--- src/rtl/cache_pkg.sv ---
// Shared constants and types for the cache/memory arbiter: line geometry, FSM states, owners.
// Pure declarations; no timing or flow control of its own.
package cache_pkg;

    localparam int LINE_WORDS = 16;
    localparam int IDX_W      = $clog2(LINE_WORDS);
    localparam int OFFSET_W   = IDX_W + 2;
    localparam int BEAT_W     = IDX_W + 1;

    typedef enum logic [1:0] {
        IDLE,
        ISSUE,
        XFER,
        DONE
    } arb_state_t;

    typedef enum logic {
        OWN_I,
        OWN_D
    } owner_t;

    function automatic logic [31:0] line_align(input logic [31:0] addr);
        return {addr[31:OFFSET_W], {OFFSET_W{1'b0}}};
    endfunction

endpackage

--- src/rtl/line_beat_ctr.sv ---
// Counts data beats of one line, saturating at LINE_WORDS; 1-cycle registered count.
// Flags beats arriving after the line is complete and whether this cycle completes it exactly.
module line_beat_ctr
    import cache_pkg::*;
(
    input  logic             clk,
    input  logic             rst_n,
    input  logic             clr_i,
    input  logic             inc_i,
    output logic [IDX_W-1:0] idx_o,
    output logic             tc_o,
    output logic             ovf_o,
    output logic             full_next_o
);

    logic [BEAT_W-1:0] beat_q, beat_d;

    assign tc_o  = (beat_q == BEAT_W'(LINE_WORDS));
    assign ovf_o = inc_i && tc_o;
    assign idx_o = beat_q[IDX_W-1:0];

    always_comb begin
        beat_d = beat_q;
        if (clr_i) begin
            beat_d = '0;
        end else if (inc_i && !tc_o) begin
            beat_d = beat_q + 1'b1;
        end
    end

    // An overflowing beat leaves the count saturated, but the line is not "exactly full".
    assign full_next_o = (beat_d == BEAT_W'(LINE_WORDS)) && !ovf_o;

    always_ff @(posedge clk or negedge rst_n) begin
        if (!rst_n) begin
            beat_q <= '0;
        end else begin
            beat_q <= beat_d;
        end
    end

endmodule

--- src/rtl/cache_mem_arb.sv ---
// Arbitrates I/D cache line requests onto the memory controller and sequences the 16-beat transfer.
// Grant 1 cycle after request; read beats forwarded combinationally; writes advance only on mem_wr_rdy.
module cache_mem_arb
    import cache_pkg::*;
#(
    parameter int STARVE_MAX = 4
) (
    input  logic             clk,
    input  logic             rst_n,
    input  logic             i_req,
    input  logic [31:0]      i_addr,
    input  logic             d_req,
    input  logic             d_we,
    input  logic [31:0]      d_addr,
    input  logic [31:0]      d_wb_data,
    output logic             i_gnt,
    output logic             d_gnt,
    output logic             i_done,
    output logic             d_done,
    output logic             fill_vld_i,
    output logic             fill_vld_d,
    output logic [IDX_W-1:0] fill_idx,
    output logic [31:0]      fill_data,
    output logic [IDX_W-1:0] wb_idx,
    output logic             xfer_err,
    output logic             mem_req,
    output logic             mem_we,
    output logic [31:0]      mem_addr,
    input  logic             mem_ready,
    output logic [31:0]      mem_wdata,
    input  logic             mem_wr_rdy,
    input  logic [31:0]      mem_rdata,
    input  logic             mem_rd_vld,
    input  logic             tx_done
);

    localparam int STARVE_W = $clog2(STARVE_MAX + 1);

    arb_state_t          state_q, state_d;
    owner_t              owner_q, owner_d;
    logic                we_q, we_d;
    logic [31:0]         addr_q, addr_d;
    logic [STARVE_W-1:0] starve_q, starve_d;
    logic                err_q, err_d;
    logic                i_gnt_q, i_gnt_d;
    logic                d_gnt_q, d_gnt_d;

    logic             pick_i;
    logic             in_xfer;
    logic             rd_beat;
    logic             wr_beat;
    logic             beat_clr;
    logic [IDX_W-1:0] beat_idx;
    logic             beat_tc;
    logic             beat_ovf;
    logic             beat_full_next;
    logic             fwd;
    logic             wb_active;

    assign pick_i   = i_req && (!d_req || (starve_q == STARVE_W'(STARVE_MAX)));
    assign in_xfer  = (state_q == XFER);
    assign rd_beat  = in_xfer && !we_q && mem_rd_vld;
    assign wr_beat  = in_xfer && we_q && mem_wr_rdy;
    assign beat_clr = (state_q == ISSUE) && mem_ready;

    line_beat_ctr u_beat_ctr (
        .clk         (clk),
        .rst_n       (rst_n),
        .clr_i       (beat_clr),
        .inc_i       (rd_beat || wr_beat),
        .idx_o       (beat_idx),
        .tc_o        (beat_tc),
        .ovf_o       (beat_ovf),
        .full_next_o (beat_full_next)
    );

    always_comb begin
        state_d  = state_q;
        owner_d  = owner_q;
        we_d     = we_q;
        addr_d   = addr_q;
        starve_d = starve_q;
        err_d    = err_q;
        i_gnt_d  = 1'b0;
        d_gnt_d  = 1'b0;
        case (state_q)
            IDLE: begin
                if (!i_req) begin
                    starve_d = '0;
                end
                if (i_req || d_req) begin
                    state_d = ISSUE;
                    if (pick_i) begin
                        owner_d  = OWN_I;
                        we_d     = 1'b0;
                        addr_d   = line_align(i_addr);
                        i_gnt_d  = 1'b1;
                        starve_d = '0;
                    end else begin
                        owner_d = OWN_D;
                        we_d    = d_we;
                        addr_d  = line_align(d_addr);
                        d_gnt_d = 1'b1;
                        if (i_req && (starve_q != STARVE_W'(STARVE_MAX))) begin
                            starve_d = starve_q + 1'b1;
                        end
                    end
                end
            end
            ISSUE: begin
                if (mem_ready) begin
                    state_d = XFER;
                end
            end
            XFER: begin
                if (beat_ovf) begin
                    err_d = 1'b1;
                end
                // A beat arriving with tx_done is already included in beat_full_next.
                if (tx_done) begin
                    if (!beat_full_next) begin
                        err_d = 1'b1;
                    end
                    state_d = DONE;
                end
            end
            DONE: begin
                state_d = IDLE;
            end
            default: begin
                state_d = IDLE;
            end
        endcase
    end

    always_ff @(posedge clk or negedge rst_n) begin
        if (!rst_n) begin
            state_q  <= IDLE;
            owner_q  <= OWN_I;
            we_q     <= 1'b0;
            addr_q   <= '0;
            starve_q <= '0;
            err_q    <= 1'b0;
            i_gnt_q  <= 1'b0;
            d_gnt_q  <= 1'b0;
        end else begin
            state_q  <= state_d;
            owner_q  <= owner_d;
            we_q     <= we_d;
            addr_q   <= addr_d;
            starve_q <= starve_d;
            err_q    <= err_d;
            i_gnt_q  <= i_gnt_d;
            d_gnt_q  <= d_gnt_d;
        end
    end

    assign fwd       = rd_beat && !beat_tc;
    assign wb_active = in_xfer && we_q;

    assign i_gnt      = i_gnt_q;
    assign d_gnt      = d_gnt_q;
    assign i_done     = (state_q == DONE) && (owner_q == OWN_I);
    assign d_done     = (state_q == DONE) && (owner_q == OWN_D);
    assign fill_vld_i = fwd && (owner_q == OWN_I);
    assign fill_vld_d = fwd && (owner_q == OWN_D);
    assign fill_idx   = fwd ? beat_idx : '0;
    assign fill_data  = fwd ? mem_rdata : '0;
    assign wb_idx     = wb_active ? beat_idx : '0;
    assign mem_wdata  = wb_active ? d_wb_data : '0;
    assign xfer_err   = err_q;
    assign mem_req    = (state_q == ISSUE);
    assign mem_we     = mem_req && we_q;
    assign mem_addr   = mem_req ? addr_q : '0;

endmodule

--- config.mk ---
export PLATFORM = sky130hd
export DESIGN_NAME = cache_mem_arb
export DESIGN_NICKNAME = d
export VERILOG_FILES = /design/src/rtl/cache_pkg.sv /design/src/rtl/line_beat_ctr.sv /design/src/rtl/cache_mem_arb.sv
export SDC_FILE = /design/constraint.sdc
export NUM_CORES = 1
export LEC_CHECK = 0
export BUFFER_PORTS_ARGS = -buffer_cell sky130_fd_sc_hd__buf_4
export CAP_MARGIN = 10
export CELL_PAD_IN_SITES_DETAIL_PLACEMENT = 1
export CELL_PAD_IN_SITES_GLOBAL_PLACEMENT = 2
export CORE_MARGIN = 2
export CORE_UTILIZATION = 21
export CTS_BUF_LIST = sky130_fd_sc_hd__clkbuf_8
export DETAILED_ROUTE_END_ITERATION = 12
export HOLD_SLACK_MARGIN = 0.05
export PLACE_DENSITY_LB_ADDON = 0.1
export SYNTH_ARGS = -nofsm -noshare
export SYNTH_HDL_FRONTEND = slang
export SYNTH_SLANG_ARGS = --single-unit
--- constraint.sdc ---
create_clock -name clk -period 2.7 [get_ports clk]
set_input_delay 0.135 -clock clk [delete_from_list [all_inputs] [get_ports clk]]
set_output_delay 0.135 -clock clk [all_outputs]
set_load 0.01 [all_outputs]
==> flow_summary.ini <==
[outcome]
status = finished, final reports clean

[die]
die_h_um = 121
dieArea_um2 = 14600
initial_core_util_pct = 21.6
std_cell_rows = 42
die_x_um = 121
io_pins = 250
coreArea_um2 = 13300

[placed_design]
gp_congestion = 0.715
dp_hpwl_um = 8270
numPortBuffers = 231

[timing]
slew_headroom_pct = 40.0
period_minus_slack_ns = 2.36
hold_viol = 0
hold-worst-slack_ns = 0.0999
setup_tns_ns = 0
max_slew.worst_pin.slew_ns = 0.897
fin_crit_sh_pct = 87.2
clock.fmax_mhz = 425
rsz0062_at_grt = no
fin_skew_ns = 0.00932
drv_slew = 0
setup_viol_count_final = 0

[yosys]
synthCells = 327
synth_area_um2 = 2870
syn_area_per_cell_um2 = 8.79
ys_warn_count = 0
yosysSeqAreaShare_pct = 35.7
ys.flop_type = dfrtp_1
yosysTopAreaCellShare_pct = 35.7
synth-edff-count = 0
ys_types = 42
ys_ff_latch = 41
synthArstFlopShare_pct = 100
synth_area_leader_cell = dfrtp_1
yosys-top-cells-area = dfrtp_1, and2_1, mux2i_1

[setup_path]
required_ns = 2.57
cp.arrival_ns = 2.22
crit_path_end_kind = output pin
critPathBufInv = 3
worstSetupPathType = reg -> out
slowest_stage = dfrtp_1
cp_slowest_stage_delay_ns = 0.67
start_kind = register
crit_chain = buf_4 -> nor4bb_4 -> buf_4 -> nor2b_1 -> buf_4
crit_top_cell = buf_4
worstPathMaxFanout = 38
cp_top_family = buffers and inverters

[cells_and_area]
nets = 691
diodes = 0
drive_gt1_share_pct = 46.7
synthToLayoutAreaGrowth_pct = 69.7

[power]
combPwrFrac_pct = 54.0
power.switching_uw = 1370
swShare_pct = 39.6
ir_drop_uv = 289
p_seq_share_pct = 31.1
power_density_nw_per_um2 = 709
p_clk_share_pct = 14.9
p_int_uw = 2090
p_leak_uw = 0.00279

[clocking]
cts.sinks = 41
cts_root_buf = clkbuf_8
clock_latency_ns = 0.30
clkTransAtPathRegs_ns = 0.07
htree_levels = 2
cts_buffer_depth = 2
cts_tree = yes
cts_buffers = 5

[route]
ant_nets = 0
dr.pass1.iters = 4
avgViaCountPerCell = 4.22
drt-total-wl_um = 10200
drcViolationCount = 0
wl_per_cell_um = 14.2
drt_iter0_drc = 87
vias = 3050

[grt]
grt_pass1_vias = 3160
grt_max_degree = 42
grtUsageTotal_pct = 13.6
antenna_found_initial = 0
grt_pass1_wl_um = 16000
grt.overflow.total = 0

[run]
maxCapViolCount = 0

[worst_hold_path]
hp-class = in -> reg
==> final timing paths <==
check                      startpoint  slack [ns]              endpoint  cells after the start
min                              d_we         0.1                  we_q                      3
min in group asynchronous       rst_n        0.35                 i_gnt                      2
max reg2reg                state_q[0]        0.65              xfer_err                      6
max in group asynchronous       rst_n        1.98  u_beat_ctr.beat_q[4]                      2
min reg2reg                addr_q[23]        0.48            addr_q[23]                      2
max                              we_q        0.34            fill_vld_i                      5
==> power groups by stage <==
stage,Sequential (uW),Clock [uW],Combinational (uW)
floorplan,1010,0,1110
global placement,1070,0,1880
detailed placement,1090,0,1910
CTS,1080,547,1920
global route,1130,567,2110
finish,1070,515,1870
==> worst register-to-register path: stages (launching register included) <==
cell,delay [ns]
dfrtp_1,0.42
inv_1,0.13
ha_1,0.36
buf_4,0.38
and3_1,0.25
mux2_4,0.32
a41oi_2,0.12
==> metal layers <==
| layer | global-route usage [%] | share of wire, % | vias to the layer above |
|---|---|---|---|
| met5 | 0 | 0 | - |
| met4 | 3.05 | 0.87 | 0 |
| met3 | 4.42 | 11 | 5 |
| met2 | 24.4 | 49 | 153 |
| met1 | 15.5 | 39 | 1371 |
| li1 | - | - | 1521 |
==> cell usage in the layout, fill, tap and decap left out, types with 2 or more instances in the layout <==
master | Yosys | layout
or3_1 | 2 | 2
buf_4 | 8 | 236
conb_1 | 1 | 6
clkbuf_8 | 0 | 6
ha_1 | 9 | 9
nor2b_1 | 3 | 3
nand2_1 | 33 | 33
and3_1 | 37 | 37
inv_1 | 10 | 11
a21oi_1 | 2 | 2
mux2_2 | 2 | 2
o21ai_0 | 29 | 28
nor2_1 | 5 | 5
and2_1 | 66 | 66
nand4_1 | 2 | 2
dfrtp_1 | 41 | 41
mux2i_1 | 29 | 29
==> Yosys cell counts, types with 2 or more instances <==
cell type / count
nand2b_1: 2
mux2_2: 2
nor2b_1: 3
ha_1: 9
nand4_1: 2
and3_1: 37
a21oi_1: 2
nor2_1: 5
mux2i_1: 29
inv_1: 10
and2_1: 66
dfrtp_1: 41
o21ai_0: 29
buf_6: 3
clkbuf_1: 17
nand2_1: 33
or3_1: 2
buf_2: 4
buf_4: 8
==> cells by family (layout without fill, tap and decap cells) <==
logic type / after synthesis / count (layout) / share of synthesized area, %
simple gates: 156 / 156 / 31.3
compound gates: 45 / 45 / 9.71
buf+inv: 42 / 256 / 7.49
flops: 41 / 41 / 35.7
mux: 32 / 32 / 11.4
fa+ha+maj: 9 / 9 / 3.92
other cells: 1 / 6 / 0.131
xor+xnor: 1 / 1 / 0.305
==> layout make-up <==
| class | instances | area, um^2 |
|---|---|---|
| Tap cell | 176 | 220 |
| Inverter | 10 | 37.5 |
| Timing Repair Buffer | 238 | 1800 |
| Multi-Input combinational cell | 249 | 1670 |
| Sequential cell | 41 | 1030 |
| Fill cell | 1565 | 8420 |
| Clock inverter | 2 | 33.8 |
| Clock buffer | 6 | 82.6 |
==> sequential cells by signal, summed over array words and instances (netlist names) <==
name / flops
addr_q: 26
we_q: 1
starve_q: 3
u_beat_ctr.beat_q: 5
state_q: 2
d_gnt: 1
i_gnt: 1
owner_q: 1
xfer_err: 1
==> per-stage QoR <==
step | setup WS (ns) | instances | instance area (um^2) | power, uW | util (%)
after floorplan | 0.924 | 332 | 2890 | 2110 | -
after global placement | 0.711 | 713 | 4750 | 2950 | 35.7
after detailed placement | 0.636 | 713 | 4750 | 3000 | 35.7
after CTS | 0.300 | 722 | 4870 | 3540 | 36.7
after global routing | 0.118 | 722 | 4870 | 3800 | 36.7
final | 0.345 | 722 | 4870 | 3460 | 36.7
==> what timing repair did <==
action / CTS / global route
endpoints found under the hold margin: 41 / 0
hold buffers: 1 / 0
resized for setup: 0 / 0
buffers inserted: 0 / 0
setup endpoints to repair: 0 / 0
(Power assumes the default switching activity.)
